**src/rtl/alink_pkg.sv**
```systemverilog
// Shared definitions for the alink Wishbone master: register map, STATE
// register layout and the sequencer state encoding.
package alink_pkg;

  typedef enum logic [5:0] {
    ADR_TXFIFO = 6'h00,
    ADR_STATE  = 6'h04,
    ADR_MASK   = 6'h08,
    ADR_BUSY   = 6'h0c,
    ADR_RXFIFO = 6'h10
  } reg_adr_e;

  // STATE register layout: rxcnt 29:20, rxempty 16, txcnt 14:4, flush 1, txfull 0.
  typedef struct packed {
    logic [1:0]  rsvd_31_30;
    logic [9:0]  rxcnt;
    logic [2:0]  rsvd_19_17;
    logic        rxempty;
    logic        rsvd_15;
    logic [10:0] txcnt;
    logic [1:0]  rsvd_3_2;
    logic        flush;
    logic        txfull;
  } state_reg_t;

  typedef enum logic [2:0] {
    ST_IDLE,
    ST_CMD,
    ST_DR_STAT,
    ST_DR_POP,
    ST_DR_OUT,
    ST_DR_END
  } state_e;

endpackage

```
**src/rtl/alink_wb_master_if.sv**
```systemverilog
// Wishbone bus between the alink master and the alink register slave.
interface alink_wb_master_if;
  logic        M_CYC_O;
  logic        M_STB_O;
  logic        M_WE_O;
  logic [5:0]  M_ADR_O;
  logic [31:0] M_DAT_O;
  logic [3:0]  M_SEL_O;
  logic        M_ACK_I;
  logic        M_ERR_I;
  logic        M_RTY_I;
  logic [31:0] M_DAT_I;

  modport master (
    output M_CYC_O, M_STB_O, M_WE_O, M_ADR_O, M_DAT_O, M_SEL_O,
    input  M_ACK_I, M_ERR_I, M_RTY_I, M_DAT_I
  );

  modport slave (
    input  M_CYC_O, M_STB_O, M_WE_O, M_ADR_O, M_DAT_O, M_SEL_O,
    output M_ACK_I, M_ERR_I, M_RTY_I, M_DAT_I
  );
endinterface

```
**src/rtl/alink_wb_xfer.sv**
```systemverilog
// Single Wishbone transfer engine: holds STB until ACK/ERR, forces one idle
// cycle afterwards, and aborts via watchdog when the slave never answers.
module alink_wb_xfer #(
  parameter int TIMEOUT_CYC = 255
) (
  input  logic                    clk,
  input  logic                    rst,
  input  logic                    start,
  input  logic                    we,
  input  logic [5:0]              adr,
  input  logic [31:0]             wdata,
  output logic                    done,
  output logic                    err,
  output logic [31:0]             rdata,
  alink_wb_master_if.master       wb
);

  logic        stb_q;
  logic        we_q;
  logic [5:0]  adr_q;
  logic [31:0] dat_q;
  logic [7:0]  wdog;
  logic        term;
  logic        timeout;
  logic        unused_rty;

  assign term       = stb_q & (wb.M_ACK_I | wb.M_ERR_I);
  assign timeout    = stb_q & ~term & (wdog == 8'(TIMEOUT_CYC - 1));
  assign unused_rty = wb.M_RTY_I;

  // NOTE: state registers use non-blocking assignments so every flop samples
  // the pre-edge values; blocking here would create order-dependent races.
  always_ff @(posedge clk or posedge rst) begin
    if (rst) begin
      stb_q <= 1'b0;
      we_q  <= 1'b0;
      adr_q <= '0;
      dat_q <= '0;
      wdog  <= '0;
      done  <= 1'b0;
      err   <= 1'b0;
      rdata <= '0;
    end else begin
      done <= term | timeout;
      err  <= (stb_q & wb.M_ERR_I) | timeout;
      wdog <= (stb_q & ~term & ~timeout) ? wdog + 8'd1 : 8'd0;
      if (stb_q) begin
        if (term | timeout) begin
          // Dropping STB here guarantees the idle cycle before the next start.
          stb_q <= 1'b0;
          rdata <= (!we_q && wb.M_ACK_I && !wb.M_ERR_I && !timeout) ? wb.M_DAT_I : 32'd0;
        end
      end else if (start) begin
        stb_q <= 1'b1;
        we_q  <= we;
        adr_q <= adr;
        dat_q <= wdata;
      end
    end
  end

  assign wb.M_CYC_O = stb_q;
  assign wb.M_STB_O = stb_q;
  assign wb.M_WE_O  = we_q;
  assign wb.M_ADR_O = adr_q;
  assign wb.M_DAT_O = dat_q;
  assign wb.M_SEL_O = 4'hf;

endmodule

```
**src/rtl/alink_wb_master.sv**
```systemverilog
// alink Wishbone initiator: local single read/write commands plus an
// autonomous RX drain engine that streams RXFIFO words out with backpressure.
module alink_wb_master
  import alink_pkg::*;
#(
  parameter int TIMEOUT_CYC = 255,
  parameter int DRAIN_W     = 10
) (
  input  logic               clk,
  input  logic               rst,
  alink_wb_master_if.master  wb,
  input  logic               cmd_valid,
  output logic               cmd_ready,
  input  logic               cmd_we,
  input  logic [5:0]         cmd_adr,
  input  logic [31:0]        cmd_wdata,
  output logic               rsp_valid,
  output logic [31:0]        rsp_rdata,
  output logic               rsp_err,
  input  logic               drain_start,
  input  logic [DRAIN_W-1:0] drain_max,
  output logic               out_valid,
  input  logic               out_ready,
  output logic [31:0]        out_data,
  output logic               drain_done,
  output logic [DRAIN_W-1:0] drain_cnt,
  output logic               drain_err,
  output logic               busy
);

  state_e             state, state_nxt;
  logic               x_start, x_we, x_done, x_err;
  logic [5:0]         x_adr;
  logic [31:0]        x_wdata, x_rdata;
  logic [DRAIN_W-1:0] max_q, target, target_calc, rxcnt, cnt_inc;
  state_reg_t         stat;

  alink_wb_xfer #(.TIMEOUT_CYC(TIMEOUT_CYC)) u_xfer (
    .clk   (clk),
    .rst   (rst),
    .start (x_start),
    .we    (x_we),
    .adr   (x_adr),
    .wdata (x_wdata),
    .done  (x_done),
    .err   (x_err),
    .rdata (x_rdata),
    .wb    (wb)
  );

  assign stat        = state_reg_t'(x_rdata);
  assign rxcnt       = DRAIN_W'(stat.rxcnt);
  assign target_calc = (max_q == '0) ? rxcnt : ((rxcnt < max_q) ? rxcnt : max_q);
  assign cnt_inc     = drain_cnt + DRAIN_W'(1);

  // NOTE: every always_comb output gets a default first; a path that leaves
  // one unassigned would infer a latch.
  always_comb begin
    state_nxt = state;
    x_start   = 1'b0;
    x_we      = 1'b0;
    x_adr     = ADR_STATE;
    x_wdata   = '0;
    unique case (state)
      ST_IDLE: begin
        if (cmd_valid) begin
          state_nxt = ST_CMD;
          x_start   = 1'b1;
          x_we      = cmd_we;
          x_adr     = cmd_adr;
          x_wdata   = cmd_wdata;
        end else if (drain_start) begin
          state_nxt = ST_DR_STAT;
          x_start   = 1'b1;
        end
      end
      ST_CMD: if (x_done) state_nxt = ST_IDLE;
      ST_DR_STAT: begin
        if (x_done) begin
          if (x_err || target_calc == '0) begin
            state_nxt = ST_DR_END;
          end else begin
            state_nxt = ST_DR_POP;
            x_start   = 1'b1;
            x_adr     = ADR_RXFIFO;
          end
        end
      end
      ST_DR_POP: if (x_done) state_nxt = x_err ? ST_DR_END : ST_DR_OUT;
      ST_DR_OUT: begin
        // Bus stays quiet while the consumer stalls; the next pop follows the handshake.
        if (out_ready) begin
          if (cnt_inc == target) begin
            state_nxt = ST_DR_END;
          end else begin
            state_nxt = ST_DR_POP;
            x_start   = 1'b1;
            x_adr     = ADR_RXFIFO;
          end
        end
      end
      ST_DR_END: state_nxt = ST_IDLE;
      default:   state_nxt = ST_IDLE;
    endcase
  end

  always_ff @(posedge clk or posedge rst) begin
    if (rst) begin
      state     <= ST_IDLE;
      max_q     <= '0;
      target    <= '0;
      drain_cnt <= '0;
      drain_err <= 1'b0;
    end else begin
      state <= state_nxt;
      if (state == ST_IDLE && !cmd_valid && drain_start) begin
        max_q     <= drain_max;
        drain_cnt <= '0;
        drain_err <= 1'b0;
      end
      if (state == ST_DR_STAT && x_done) target <= target_calc;
      if (state == ST_DR_OUT && out_ready) drain_cnt <= cnt_inc;
      if ((state == ST_DR_STAT || state == ST_DR_POP) && x_done && x_err) drain_err <= 1'b1;
    end
  end

  assign cmd_ready  = (state == ST_IDLE) && cmd_valid;
  assign rsp_valid  = (state == ST_CMD) && x_done;
  assign rsp_rdata  = rsp_valid ? x_rdata : 32'd0;
  assign rsp_err    = rsp_valid && x_err;
  assign out_valid  = (state == ST_DR_OUT);
  assign out_data   = out_valid ? x_rdata : 32'd0;
  assign drain_done = (state == ST_DR_END);
  assign busy       = (state != ST_IDLE);

endmodule

```
**src/flat_wrapper.sv**
```systemverilog
// flat-port wrapper written by rule: the top's interface ports become plain ports
module alink_wb_master_flat import alink_pkg::*;
#(
  parameter int TIMEOUT_CYC = 255,
  parameter int DRAIN_W     = 10
)
  (clk, rst, cmd_valid, cmd_ready, cmd_we, cmd_adr, cmd_wdata, rsp_valid, rsp_rdata, rsp_err, drain_start, drain_max, out_valid, out_ready, out_data, drain_done, drain_cnt, drain_err, busy, wb_M_CYC_O, wb_M_STB_O, wb_M_WE_O, wb_M_ADR_O, wb_M_DAT_O, wb_M_SEL_O, wb_M_ACK_I, wb_M_ERR_I, wb_M_RTY_I, wb_M_DAT_I);
  alink_wb_master_if wb_i ();
  input  logic clk;
  input  logic rst;
  input  logic cmd_valid;
  output logic cmd_ready;
  input  logic cmd_we;
  input  logic [5:0] cmd_adr;
  input  logic [31:0] cmd_wdata;
  output logic rsp_valid;
  output logic [31:0] rsp_rdata;
  output logic rsp_err;
  input  logic drain_start;
  input  logic [DRAIN_W-1:0] drain_max;
  output logic out_valid;
  input  logic out_ready;
  output logic [31:0] out_data;
  output logic drain_done;
  output logic [DRAIN_W-1:0] drain_cnt;
  output logic drain_err;
  output logic busy;
  output wire logic [$bits(wb_i.M_CYC_O)-1:0] wb_M_CYC_O;
  output wire logic [$bits(wb_i.M_STB_O)-1:0] wb_M_STB_O;
  output wire logic [$bits(wb_i.M_WE_O)-1:0] wb_M_WE_O;
  output wire logic [$bits(wb_i.M_ADR_O)-1:0] wb_M_ADR_O;
  output wire logic [$bits(wb_i.M_DAT_O)-1:0] wb_M_DAT_O;
  output wire logic [$bits(wb_i.M_SEL_O)-1:0] wb_M_SEL_O;
  input wire logic [$bits(wb_i.M_ACK_I)-1:0] wb_M_ACK_I;
  input wire logic [$bits(wb_i.M_ERR_I)-1:0] wb_M_ERR_I;
  input wire logic [$bits(wb_i.M_RTY_I)-1:0] wb_M_RTY_I;
  input wire logic [$bits(wb_i.M_DAT_I)-1:0] wb_M_DAT_I;
  assign wb_M_CYC_O = wb_i.M_CYC_O;
  assign wb_M_STB_O = wb_i.M_STB_O;
  assign wb_M_WE_O = wb_i.M_WE_O;
  assign wb_M_ADR_O = wb_i.M_ADR_O;
  assign wb_M_DAT_O = wb_i.M_DAT_O;
  assign wb_M_SEL_O = wb_i.M_SEL_O;
  assign wb_i.M_ACK_I = wb_M_ACK_I;
  assign wb_i.M_ERR_I = wb_M_ERR_I;
  assign wb_i.M_RTY_I = wb_M_RTY_I;
  assign wb_i.M_DAT_I = wb_M_DAT_I;
  alink_wb_master #(.TIMEOUT_CYC(TIMEOUT_CYC), .DRAIN_W(DRAIN_W)) u_core (.clk(clk), .rst(rst), .wb(wb_i), .cmd_valid(cmd_valid), .cmd_ready(cmd_ready), .cmd_we(cmd_we), .cmd_adr(cmd_adr), .cmd_wdata(cmd_wdata), .rsp_valid(rsp_valid), .rsp_rdata(rsp_rdata), .rsp_err(rsp_err), .drain_start(drain_start), .drain_max(drain_max), .out_valid(out_valid), .out_ready(out_ready), .out_data(out_data), .drain_done(drain_done), .drain_cnt(drain_cnt), .drain_err(drain_err), .busy(busy));
endmodule
```
**config.mk**
```make
export PLATFORM = sky130hd
export DESIGN_NAME = alink_wb_master_flat
export DESIGN_NICKNAME = d
export VERILOG_FILES = /design/src/rtl/alink_pkg.sv /design/src/rtl/alink_wb_master_if.sv /design/src/rtl/alink_wb_xfer.sv /design/src/rtl/alink_wb_master.sv /design/src/flat_wrapper.sv
export SDC_FILE = /design/constraint.sdc
export NUM_CORES = 1
export LEC_CHECK = 0
export BUFFER_PORTS_ARGS = -buffer_cell sky130_fd_sc_hd__buf_2
export CORE_UTILIZATION = 55
export DETAILED_ROUTE_END_ITERATION = 10
export PLACE_DENSITY = 0.86
export REMOVE_ABC_BUFFERS = 1
export SLEW_MARGIN = 20
export SYNTH_ARGS = -nofsm -noshare
export SYNTH_HDL_FRONTEND = slang
export SYNTH_HIERARCHICAL = 1
export SYNTH_SLANG_ARGS = --single-unit
```
**constraint.sdc**
```tcl
create_clock -name clk -period 6.1 [get_ports clk]
set_input_delay 0.61 -clock clk [delete_from_list [all_inputs] [get_ports clk]]
set_output_delay 0.61 -clock clk [all_outputs]
set_load 0.02 [all_outputs]
```
* Yosys cells after proc, flatten, opt, wreduce, memory -nomap -nowiden *
Index checks and enable logic that the tools add are counted.

cells by class
  add/sub/neg operators = 2
  $lt $le $gt $ge = 1
  equality and inequality tests = 12
  muxes and demuxes = 40
  bitwise gates (word level) = 11
  reductions and logical operators = 27

operator list
  cell                   number
  $mux 32                5
  $mux 10                4
  $mux 3                 8
  $logic_not 10->1       2
  $mux 6                 3
  $pmux 6 s3             1
  $pmux 3 s5             1
  $mux 1                 14
  $logic_and 1x1->1      12
  $add 10x1->10 const B  1
  $eq 10x10->1           1
  $lt 10x10->1           1
  $mux 5                 2
  $add 8x1->8 const B    1
  $eq 8x8->1 const B     1
  $mux 8                 1
  $ne 2x2->1 const B     4
  $eq 3x2->1 const B     2
  $eq 3x3->1 const B     2
  $and 1x1->1            5
  $reduce_and 5->1       1
  $logic_not 1->1        4
  $reduce_and 2->1       2
  $reduce_bool 2->1      2
  other kinds (8)        13

word-level totals
  bits in registers = 116
  input port bits = 89
  logic and storage cells = 106

* Longest topological paths before layout *
Gate-level depths: netlist of run 1.

  depth in word-level cells = 10
  depth in mapped cells = 11

* By module *
The synthesis of run 1 kept the hierarchy.

by module, submodules not included
  module           instances  cells an instance  area each (um^2)  seq. area each (um^2)
  alink_wb_xfer    1          246                3409.5            2052.0
  alink_wb_master  1          381                3019.1            850.8

* Worst setup path before layout of run 1 *
OpenSTA, ideal clock, no wires.

  path type = register to register
  start point = register u_core.drain_cnt[0]
  end point = register u_core.u_xfer.adr_q[0], in the netlist u_core/u_xfer/wb.M_ADR_O[0]
  library setup time = 0.125 ns
  arrival = 2.583 ns
  data required time = 5.975 ns
  slack = 3.392 ns
  stages on the path, launching flop included = 12
  buffers on the path = 2
  clock period less this slack = 2.708 ns
  path through = dfrtp_1 ha_1 and3_1 buf_4 mux2i_1 a2111oi_2 o2111ai_1 o21ai_1 o211ai_1 nor2b_1 buf_2 mux2_2

on the way
  longest elaborated chain between the ends = 6

RTL lines
  what                               RTL line                source
  start: declaration                 alink_wb_master.sv:26   output logic [DRAIN_W-1:0] drain_cnt,
  start signal: assignment           alink_wb_master.sv:122  if (state == ST_DR_OUT && out_ready) drain_cnt <= cnt_inc;
  $add 10x1->10                      alink_wb_master.sv:54   assign cnt_inc = drain_cnt + DRAIN_W'(1);
  $eq 10x10->1                       alink_wb_master.sv:93   if (cnt_inc == target) begin
  $mux 1                             alink_wb_master.sv:93
  $mux 1                             alink_wb_master.sv:92   if (out_ready) begin
  $pmux 1 s3                         alink_wb_master.sv:64   unique case (state)
  net u_core.x_start                 alink_wb_master.sv:32   logic x_start, x_we, x_done, x_err;
  $reduce_and 2->1 (no source line)  --
  end signal: assignment             alink_wb_xfer.sv:56     adr_q <= adr;
  end: declaration                   alink_wb_xfer.sv:20     logic [5:0] adr_q;

The timed path passes the listed nets, and every way through them passes these cells.
A chain may end at the register's enable or synchronous reset.

* Worst setup path in the final report of run 1 *
  start point = register u_core.drain_cnt[4]
  end point = register u_core.u_xfer.dat_q[20], in the netlist u_core/u_xfer/wb.M_DAT_O[20]

on the way
  longest elaborated chain between the ends = 6

RTL lines
  what                               RTL line               source
  $add 10x1->10                      alink_wb_master.sv:54
  $eq 10x10->1                       alink_wb_master.sv:93
  $mux 1                             alink_wb_master.sv:93
  $mux 1                             alink_wb_master.sv:92
  $pmux 1 s3                         alink_wb_master.sv:64
  net u_core.x_start                 alink_wb_master.sv:32
  $reduce_and 2->1 (no source line)  --
  end signal: assignment             alink_wb_xfer.sv:57    dat_q <= wdata;
  end: declaration                   alink_wb_xfer.sv:21    logic [31:0] dat_q;

The timed path passes the listed nets, and every way through them passes these cells.

==> impl_metrics.csv, run 1 <==
group,metric,value,unit
worst_setup_path,cp_max_fo,23,
global_route,grt_pass1_wl,26400,µm
pwr,powerDensity,470,nW/µm²
clock_network,cts_tree,"done",
timing,setup_tns,0,ns
global_route,grt_busiest_layer,"met2",
global_route,met1_usage,34.6,%
worst_setup_path,r2r_end,"u_core/u_xfer/wb.M_DAT_O[20]",
placement,port_buffers,209,
timing,fmax,293,MHz
pwr,ir_drop,0.261,mV
clock_network,cts_hold_buf,0,
global_route,met3_usage,7.41,%
worst_setup_path,critical_path_class,"reg2reg",
placement,place_congestion,0.895,
global_route,grt_usage,28.5,%
pwr,p_clk_share,25.2,%
finish,final_common_cell,"buf_2",
timing,slew_viol_final,0,
floorplan,boundaryPins,215,
pwr,p_total,3.82,mW
yosys,ys_warn_count,6,
yosys,async_flop_share,100,%
timing,rsz0062_at_grt,"no",
worst_setup_path,cp.arrival,3.70,ns
status,status,"complete, no violations",
finish,nNetsFinal,915,
yosys,syn_avg_cell_area,10.3,µm²
route,drt_iter0_drc,422,
yosys,synth_area_leader_cell,"dfrtp_1",
worst_setup_path,rr_worst_depth,9,
finish,fin_area,8130,µm²
job,drv_cap,0,
timing,finalSetupViolCount,0,
timing,post-route-period-util,55.9,%
finish,final_cell_mix,"buf_2, dfrtp_1, and3_1",
route,vias,5752,
global_route,gr-total-overflow,0,
route,routed_wl,17400,µm
placement,post_dp_cell_area,7510,µm²
floorplan,rows,39,
yosys,syn_inst,627,
floorplan,die_area,12100,µm²
worst_setup_path,cp_data_required_time,6.39,ns
global_route,antenna_found_initial,1,
worst_hold_path,hp-class,"in2async",
yosys,synth_top_cells_by_area,"dfrtp_1, mux2_2, and3_1",
worst_setup_path,setup.worst_path.end,"u_core/u_xfer/wb.M_DAT_O[20]",
floorplan,initial_core_util,56.3,%
timing,fin_ws,2.69,ns
clock_network,clock_sinks,116,
timing,min_period,3.41,ns
clock_network,htreeDepth,4,
placement,dp_slack,2.37,ns
clock_network,clockRootBuffer,"clkbuf_16",
timing,slew_headroom,37.4,%
route,vias_per_cell,5.93,
yosys,synth_top_flop_cell,"dfrtp_1",
yosys,synth_area,6430,µm²
clock_network,cts_resized,0,
route,wire_per_inst,17.9,µm
global_route,grt_pass1_vias,5382,
worst_setup_path,reg2reg_slack,2.69,ns
worst_setup_path,cp-startpoint,"u_core/drain_cnt[4]",
pwr,power.share.sequential,34.8,%
timing,fin_skew,0.00901,ns
clock_network,clk_pin_slew,0.05,ns
finish,syn_to_final_growth,26.5,%
finish,nFillCells,875,
pwr,p_comb_share,40.0,%
worst_setup_path,max_stage_delay,0.56,ns
floorplan,die-width,110,µm
worst_setup_path,r2r-start,"u_core/drain_cnt[4]",
finish,antennaDiodeCount,0,
yosys,synth_edf_count,0,
yosys,synth-seq-cells,116,
yosys,synth_top_area_share,45.2,%
route,firstDrtPassIters,5,
placement,dp_hpwl,12100,µm
timing,tightest_slew,0.924,ns
floorplan,core,11400,µm²
timing,hold_violations,0,
clock_network,cts_setup_buffers,0,
worst_setup_path,startpoint_type,"flip-flop",
pwr,switching_power,1.47,mW
clock_network,cts_buffers,17,
yosys,yosysUniqueCellTypes,61,
finish,drive_above_1_share,37.7,%
yosys,synth_seq_area_share,45.2,%
worst_setup_path,crit_path_end_kind,"flip-flop",
worst_setup_path,worstPathCellList,"nand3_1 > nor3_1 > o221ai_1 > o2111ai_1 > o21ai_1 > o211ai_1 > nor2b_4 > buf_16 > mux2_2",
pwr,switching_share,38.4,%
clock_network,clkLatencyLatePin,0.41,ns
clock_network,clk_path_buf_depth,2,
global_route,grtUsageMet2,48.2,%
route,drtAntennaViolNets,0,
pwr,leakagePower,4.41,nW
global_route,grt_max_degree,83,
pwr,p_int,2.35,mW
worst_setup_path,cp_slowest_cell,"dfrtp_1",
route,drc,0,
floorplan,die_height,110,µm
-- per-stage QoR --
step / utilization, % / cells / hold WS (ns)
floorplan: - / 577 / 0.492
global placement: 65.8 / 937 / 0.480
detailed placement: 65.8 / 937 / 0.482
CTS: 70.9 / 969 / 0.324
global route: 71.2 / 970 / 0.367
finish: 71.2 / 970 / 0.309
-- routing by layer --
metal  share of wire (%)  wire, µm
met5               0.075        13
met3                 5.4       942
met4                 2.4       422
met2                  52      9020
met1                  40      7010
-- cell usage after synthesis (all sizes together), types with 4 or more instances --
cell      n
dfrtp   116
and3     74
mux2     49
nor2b    39
and2     37
clkbuf   36
a221o    32
nor2     30
a21oi    24
nand2    20
o21ai    19
buf      17
inv      16
ha       12
mux2i    10
nand4     9
nand3     8
xnor2     8
nor4      7
nand2b    5
xor2      5
nor3      4
o21a      4
-- registers in the layout, summed over array words and instances, names as in the netlist --
register	count
u_core/state	3
u_core/target	10
u_core/u_xfer/err	1
u_core/u_xfer/wb.M_DAT_O	32
u_core/drain_err	1
u_core/u_xfer/done	1
u_core/u_xfer/wb.M_WE_O	1
u_core/u_xfer/rdata	32
u_core/drain_cnt	10
u_core/u_xfer/wb.M_CYC_O	1
u_core/max_q	10
u_core/u_xfer/wdog	8
u_core/u_xfer/wb.M_ADR_O	6
-- worst max-delay path, delay by kind of cell, from the launching register on --
family,cells,cell delay (ns)
buffers and inverters,1,0.24
flip-flops,1,0.56
AND/OR/NAND/NOR,3,1.40
AO/OA/AOI/OAI,4,0.73
multiplexers,1,0.35
-- cell type report --
cell class / count / area (µm²) / area share, %
sequential: 116 / 2900 / 35.7
timing repair buffer: 218 / 1140 / 14.0
inverter: 16 / 61.3 / 0.754
clock buffer: 20 / 447 / 5.49
clock inverter: 12 / 133 / 1.63
tap: 143 / 179 / 2.20
multi-input combinational: 445 / 3270 / 40.2
-- logic make-up after synthesis --
kind of cell,Yosys count,synth area share [%]
AOI/OAI and AO/OA,106,12.6
xor gates and xnor gates,13,1.77
adders and majority gates,12,2.34
buffers and inverters,69,4.94
DFF,116,45.2
muxes,59,10.1
other,1,0.0583
and+or+nand+nor,251,23.0
-- power by group through the flow --
stage / Combinational (mW) / Clock, mW / Sequential [mW]
after floorplan: 0.918 / 0 / 1.39
after global placement: 1.41 / 0 / 1.30
after detailed placement: 1.48 / 0 / 1.33
after CTS: 1.50 / 0.972 / 1.32
after global routing: 1.65 / 1.02 / 1.37
final: 1.53 / 0.962 / 1.33
-- how the worst min path moves through the flow --
stage                                  to  depth (start not counted)
global placement         u_core/drain_err                          1
detailed placement       u_core/drain_err                          1
global route          u_core/drain_cnt[8]                          3
finish                u_core/drain_cnt[8]                          3
floorplan           u_core/u_xfer/wdog[0]                          1
CTS                   u_core/drain_cnt[8]                          3
No activity file was read; power rests on OpenSTA's default activity.
==> inputs of run 2 (changes only) <==
--- a/config.mk
+++ b/config.mk
@@ -5,10 +5,11 @@
 export SDC_FILE = /design/constraint.sdc
 export NUM_CORES = 1
 export LEC_CHECK = 0
+export ABC_AREA = 1
 export BUFFER_PORTS_ARGS = -buffer_cell sky130_fd_sc_hd__buf_2
-export CORE_UTILIZATION = 55
+export CORE_UTILIZATION = 47
 export DETAILED_ROUTE_END_ITERATION = 10
-export PLACE_DENSITY = 0.86
+export PLACE_DENSITY = 0.78
 export REMOVE_ABC_BUFFERS = 1
 export SLEW_MARGIN = 20
 export SYNTH_ARGS = -nofsm -noshare
==> constraint.sdc (replaced) <==
create_clock -name clk -period 2.9 [get_ports clk]
set_input_delay 0.29 -clock clk [delete_from_list [all_inputs] [get_ports clk]]
set_output_delay 0.29 -clock clk [all_outputs]
set_load 0.02 [all_outputs]
==> run 2 against run 1 <==
Clock power rose by 140%. Register-to-register slack got worse by 2.5 ns. Utilization down 9.8 points. Clock skew hardly changed. Critical path type unchanged. Sequential cell count is the same. Largest power group unchanged. First-iteration DRC count fell by 13%. Highest routed layer is now met4. Total power up 140%. Sequential power increased by 100%. Cell area grew 4.8%. Maximum frequency rose by 26%.
==> impl_metrics.csv, run 2 <==
group,metric,value,unit
global_route,grtUsageMet2,40.7,%
worst_setup_path,r2r_end,"u_core/u_xfer/wb.M_DAT_O[22]",
job,drv_cap,0,
floorplan,die_area,14700,µm²
placement,post_dp_cell_area,7800,µm²
route,drtAntennaViolNets,0,
worst_setup_path,critical_path_class,"reg2reg",
yosys,yosysMostFrequentCell,"nand2_1",
finish,final_cell_mix,"nand2_1, buf_2, nor2_1",
floorplan,die_height,121,µm
worst_setup_path,max_stage_delay,0.39,ns
timing,setup_tns,0,ns
yosys,ys_warn_count,6,
clock_network,htreeDepth,4,
yosys,synth_top_cells_by_area,"dfrtp_1, nand2_1, nand3_1",
worst_setup_path,crit_path_end_kind,"flip-flop",
worst_setup_path,rr_worst_depth,17,
pwr,powerDensity,1060,nW/µm²
yosys,async_flop_share,100,%
yosys,synth_top_area_share,43.5,%
clock_network,clkLatencyLatePin,0.41,ns
timing,min_period,2.71,ns
worst_setup_path,path_delay_family,"simple AND/OR/NAND/NOR gates",
global_route,antenna_found_initial,0,
yosys,synth-seq-cells,116,
worst_setup_path,cp_data_required_time,3.25,ns
finish,final_common_cell,"nand2_1",
route,vias,6403,
finish,ff_latch_area,2900,µm²
yosys,synth_seq_area_share,43.5,%
worst_setup_path,cp.buffers_inverters,2,
timing,fin_skew,0.00886,ns
worst_setup_path,cp-startpoint,"u_core/max_q[9]",
clock_network,cts_buffers,17,
yosys,synth_common_cells,"nand2_1, nor2_1, dfrtp_1",
global_route,grt_pass1_wl,27900,µm
timing,fmax,370,MHz
global_route,gr-total-overflow,0,
finish,multi_input_area,3200,µm²
route,drt_iter0_drc,368,
placement,place_congestion,0.832,
placement,port_buffers,209,
floorplan,die-width,121,µm
worst_setup_path,startpoint_type,"flip-flop",
pwr,ir_drop,0.563,mV
finish,nNetsFinal,1180,
finish,antennaDiodeCount,0,
clock_network,clk_path_buf_depth,2,
global_route,met3_usage,5.08,%
route,wire_per_inst,13.9,µm
timing,rsz0062_at_grt,"no",
global_route,grt_busiest_layer,"met2",
clock_network,cts_tree,"done",
worst_setup_path,crit_top_cell,"nand2_1",
timing,fin_ws,0.194,ns
worst_setup_path,cp_slowest_cell,"dfrtp_1",
placement,dp_slack,0.199,ns
worst_setup_path,critical_path_depth,17,
route,routed_wl,17700,µm
clock_network,clock_sinks,116,
route,firstDrtPassIters,5,
floorplan,boundaryPins,215,
worst_setup_path,cp_max_fo,20,
global_route,met1_usage,30.5,%
global_route,grt_max_degree,43,
worst_setup_path,reg2reg_slack,0.19,ns
floorplan,rows,43,
timing,slew_headroom,50.4,%
timing,tightest_slew,0.744,ns
floorplan,initial_core_util,48.1,%
timing,post-route-period-util,93.3,%
worst_setup_path,worstPathCellList,"inv_1 > ha_1 > a21o_1 > nor2_2 > nand3_4 > nand2_8 > nand2_1 > nand2_1 > nand2_1 > nor2_2 > nand3_2 > nand3_1 > nand3_2 > nand2_2 > clkbuf_16 > nand2_1 > nand2_1",
clock_network,cts_setup_buffers,0,
worst_setup_path,r2r-start,"u_core/max_q[9]",
route,drc,0,
status,status,"complete, no violations",
yosys,synth_top_flop_cell,"dfrtp_1",
global_route,grt_usage,24.2,%
timing,hold_violations,0,
worst_hold_path,hp-class,"in2reg",
finish,fin_area,8520,µm²
placement,dp_hpwl,12200,µm
route,vias_per_cell,5.03,
yosys,synth_area,6680,µm²
finish,syn_to_final_growth,27.6,%
finish,nFillCells,1274,
yosys,yosysUniqueCellTypes,39,
yosys,syn_inst,882,
timing,slew_viol_final,0,
yosys,syn_avg_cell_area,7.57,µm²
pwr,leakagePower,4.67,nW
floorplan,core,13900,µm²
worst_setup_path,setup.worst_path.end,"u_core/u_xfer/wb.M_DAT_O[22]",
timing,finalSetupViolCount,0,
finish,drive_above_1_share,31.6,%
clock_network,clockRootBuffer,"clkbuf_16",
yosys,synth_edf_count,0,
yosys,synth_area_leader_cell,"dfrtp_1",
worst_setup_path,cp.arrival,3.05,ns
global_route,grt_pass1_vias,5781,
clock_network,clk_pin_slew,0.05,ns
finish,fin_util,61.4,%
-- run 2: cell types whose count changed in the layout (fill, tap and decap cells not counted), sizes merged, moves of 10 or more --
cell,delta
mux2i,-10
inv,+67
a221o,-32
and3,-74
mux2,-49
o21ai,+14
a21oi,-19
nand3,+129
nand2,+249
nor2b,-39
and2,-36
nor2,+107
-- run 2: layout make-up --
class	count	share of cell area (%)
clock buffers	24	6.12
well taps	180	2.64
clock inverters	8	1.67
multi-input cells	636	37.6
inverters	84	3.72
repair buffers	224	14.2
flip-flops and latches	116	34.1
-- run 2: logic make-up after synthesis --
logic type,after synthesis,synth area share (%)
DFF,116,43.5
xor gates and xnor gates,8,1.26
adders and majority gates,12,2.25
buffers and inverters,133,9.01
AOI/OAI and AO/OA,49,4.18
other,1,0.0562
and+or+nand+nor,563,39.8
-- run 2: power breakdown --
part | internal, mW | leakage [nW] | switching (mW)
Sequential | 2.24 | 1.55 | 0.452
Combinational | 1.28 | 2.79 | 2.73
Clock | 1.59 | 0.328 | 0.715
-- run 2: through the flow --
stage          power, mW  std cells  hold slack, ns
2_1_floorplan       5.28        836           0.402
3_5_place_dp        6.59       1238           0.433
5_1_grt             9.63       1272           0.103
6_report            9.01       1272          0.0898
4_1_cts             8.94       1271          0.0792
3_3_place_gp        6.46       1238           0.432
-- run 2: metal layers --
metal | vias up | routed length (µm)
li1 | 3162 | -
met1 | 3008 | 7640
met2 | 196 | 8850
met3 | 37 | 824
met4 | 0 | 420
met5 | - | 0
-- run 2: worst min-delay path by stage --
stage,from,endpoint,slack (ns),cells past startpoint
global route,drain_max[0],u_core/max_q[0],0.10,3
CTS,drain_max[7],u_core/max_q[7],0.08,3
floorplan,wb_M_ACK_I,u_core/u_xfer/err,0.40,1
finish,drain_max[4],u_core/max_q[4],0.09,3
detailed placement,rst,u_core/max_q[5],0.43,3
global placement,rst,u_core/max_q[7],0.43,3
-- run 2: worst min-delay path, delay by kind of cell --
| kind | cells | cell delay (ns) |
|---|---|---|
| and+or+nand+nor | 1 | 0.04 |
| buffers and inverters | 1 | 0.07 |
| AOI/OAI and AO/OA | 1 | 0.06 |
-- run 2: repair_timing --
| action | CTS | global route |
|---|---|---|
| setup endpoints to repair | 0 | 40 |
| endpoints found under the hold margin | 23 | 0 |
| resized for setup | 0 | 5 |
| hold buffers | 1 | 0 |
==> inputs of run 3 (changes only) <==
--- a/config.mk
+++ b/config.mk
@@ -6,10 +6,11 @@
 export NUM_CORES = 1
 export LEC_CHECK = 0
 export ABC_AREA = 1
-export BUFFER_PORTS_ARGS = -buffer_cell sky130_fd_sc_hd__buf_2
-export CORE_UTILIZATION = 47
+export CORE_UTILIZATION = 58
 export DETAILED_ROUTE_END_ITERATION = 10
-export PLACE_DENSITY = 0.78
+export DONT_BUFFER_PORTS = 1
+export PLACE_DENSITY = 0.76
+export RECOVER_POWER = 50
 export REMOVE_ABC_BUFFERS = 1
 export SLEW_MARGIN = 20
 export SYNTH_ARGS = -nofsm -noshare
==> run 3 against run 2 <==
The run now ends with max-capacitance violations, max-slew violations left. Non-clock buffer count down 137. Clock-buffer cell count down 1. Clock skew rose by 0.0028 ns. Cell area fell by 7.6%. Critical path depth rose by 2. Utilization increased by 10 points. Wire length shrank 5.2%. Critical path type unchanged. Largest power group unchanged.
==> impl_metrics.csv, run 3 (synthesis gave the netlist of run 2 again) <==
group,metric,value,unit
finish,fin_area,7870,µm²
timing,setup_tns,0,ns
timing,min_period,2.68,ns
global_route,grt_usage,28.3,%
finish,fin_util,71.3,%
placement,dp_hpwl,11800,µm
job,drv_cap,1,
clock_network,cts_tree,"done",
timing,rsz0062_at_grt,"no",
worst_setup_path,cp.arrival,3.03,ns
finish,nNetsFinal,1044,
pwr,ir_drop,0.705,mV
timing,fin_ws,0.220,ns
finish,final_common_cell,"nand2_1",
worst_hold_path,hp-class,"in2reg",
finish,antennaDiodeCount,0,
placement,post_dp_cell_area,7210,µm²
floorplan,die_area,11900,µm²
status,status,"finished with violations",
timing,hold_violations,0,
global_route,grt_pass1_wl,26000,µm
worst_setup_path,critical_path_class,"reg2reg",
worst_setup_path,reg2reg_slack,0.22,ns
pwr,p_total,8.46,mW
route,vias,6076,
clock_network,clock_sinks,116,
clock_network,cts_setup_buffers,0,
timing,fmax,373,MHz
clock_network,clk_pin_slew,0.05,ns
clock_network,clkLatencyLatePin,0.41,ns
pwr,leakagePower,4.00,nW
worst_hold_path,hold_depth,2,
clock_network,cts_buffers,17,
route,wire_per_inst,15.3,µm
clock_network,clockRootBuffer,"clkbuf_16",
placement,dp_slack,0.173,ns
timing,holdWs,0.0153,ns
route,routed_wl,16800,µm
placement,place_congestion,0.903,
route,drtAntennaViolNets,0,
timing,finalSetupViolCount,0,
worst_setup_path,r2r_end,"u_core/u_xfer/wb.M_DAT_O[14]",
floorplan,boundaryPins,215,
timing,slew_viol_final,35,
worst_setup_path,r2r-start,"u_core/max_q[9]",
worst_hold_path,worstHoldStart,"drain_max[0]",
status,failed_checks,"max-capacitance violations, max-slew violations",
timing,fin_skew,0.0116,ns
placement,port_buffers,0,
worst_setup_path,cp_data_required_time,3.25,ns
floorplan,die_height,109,µm
finish,syn_to_final_growth,17.9,%
global_route,grt_pass1_vias,5574,
worst_setup_path,cp_max_fo,20,
global_route,gr-total-overflow,0,
clock_network,clk_path_buf_depth,2,
timing,tightest_slew,1.93,ns
placement,dp_cells,1059,
floorplan,core,11000,µm²
clock_network,htreeDepth,4,
timing,slew_headroom,-28.7,%
worst_hold_path,hold_end,"u_core/max_q[0]",
global_route,antenna_found_initial,0,
worst_setup_path,startpoint_type,"flip-flop",
route,vias_per_cell,5.54,
floorplan,initial_core_util,60.5,%
timing,post-route-period-util,92.4,%
worst_setup_path,rr_worst_depth,19,
pwr,powerDensity,1080,nW/µm²
route,drt_iter0_drc,432,
route,firstDrtPassIters,6,
floorplan,die-width,109,µm
finish,drive_above_1_share,20.9,%
floorplan,rows,38,
route,drc,0,
finish,fin_cells,1096,
finish,final_cell_mix,"nand2_1, nor2_1, dfrtp_1",
worst_setup_path,crit_path_end_kind,"flip-flop",
global_route,grt_max_degree,43,
==> run 3: cell types whose count changed in the layout (fill, tap and decap cells not counted), sizes merged <==
cell         change
clkbuf           +8
nand3            +1
clkinv           +2
clkinvlp         +1
buf            -148
dlygate4sd3      +2
bufinv           -2
==> run 3: repair_timing <==
| item | in CTS | in global routing |
|---|---|---|
| setup endpoints to repair | 0 | 40 |
| gates resized for setup | 0 | 11 |
| endpoints found under the hold margin | 51 | 0 |
| hold buffers | 3 | 0 |
==> run 3: metal layers <==
| metal | vias to the layer above | global-route usage, % | wire length [µm] |
|---|---|---|---|
| met5 | - | 0 | 0 |
| met4 | 0 | 10.6 | 435 |
| met3 | 40 | 7.05 | 1090 |
| met2 | 240 | 49.1 | 8720 |
| met1 | 2890 | 34.0 | 6560 |
| li1 | 2906 | - | - |
==> run 3: report_power, final <==
group / leakage, nW / internal (mW) / switching, mW / total [mW]
combinational: 2.16 / 1.05 / 2.18 / 3.23
clock: 0.293 / 1.35 / 0.729 / 2.08
sequential: 1.55 / 2.24 / 0.915 / 3.16
==> run 3: cell type report <==
cell class	count	area, µm²
fill	900	3160
timing repair buffer	87	667
clock buffer	23	488
tap	140	175
clock inverter	9	101
multi-input combinational	637	3220
sequential	116	2900
inverter	84	317
==> run 3: critical path: stages (launching register included) <==
cell and delay [ns]:
dfrtp_1 0.38, inv_1 0.11, ha_1 0.32, nand2_1 0.09
nor2_2 0.16, nand3_2 0.14, nand3_4 0.13, nand2_8 0.09
nand2_1 0.07, nand2_1 0.09, inv_1 0.06, nand2_1 0.05
nor2_2 0.09, nand3_2 0.10, nand3_2 0.11, nand3_2 0.16
nand2_4 0.13, clkbuf_16 0.19, nand2_1 0.07, nand2_1 0.06
==> run 3: worst max-delay path by stage <==
stage / slack [ns] / endpoint / from / depth (start not counted)
2_1_floorplan: -0.79 / u_core/u_xfer/wb.M_CYC_O / u_core/max_q[9] / 15
3_5_place_dp: 0.17 / u_core/u_xfer/wb.M_DAT_O[10] / u_core/max_q[9] / 17
6_report: 0.22 / u_core/u_xfer/wb.M_DAT_O[14] / u_core/max_q[9] / 19
4_1_cts: 0.16 / u_core/u_xfer/wb.M_DAT_O[5] / u_core/max_q[9] / 17
5_1_grt: 0.02 / u_core/u_xfer/wb.M_DAT_O[1] / u_core/max_q[9] / 19
3_3_place_gp: 0.26 / u_core/u_xfer/wb.M_CYC_O / u_core/max_q[9] / 16
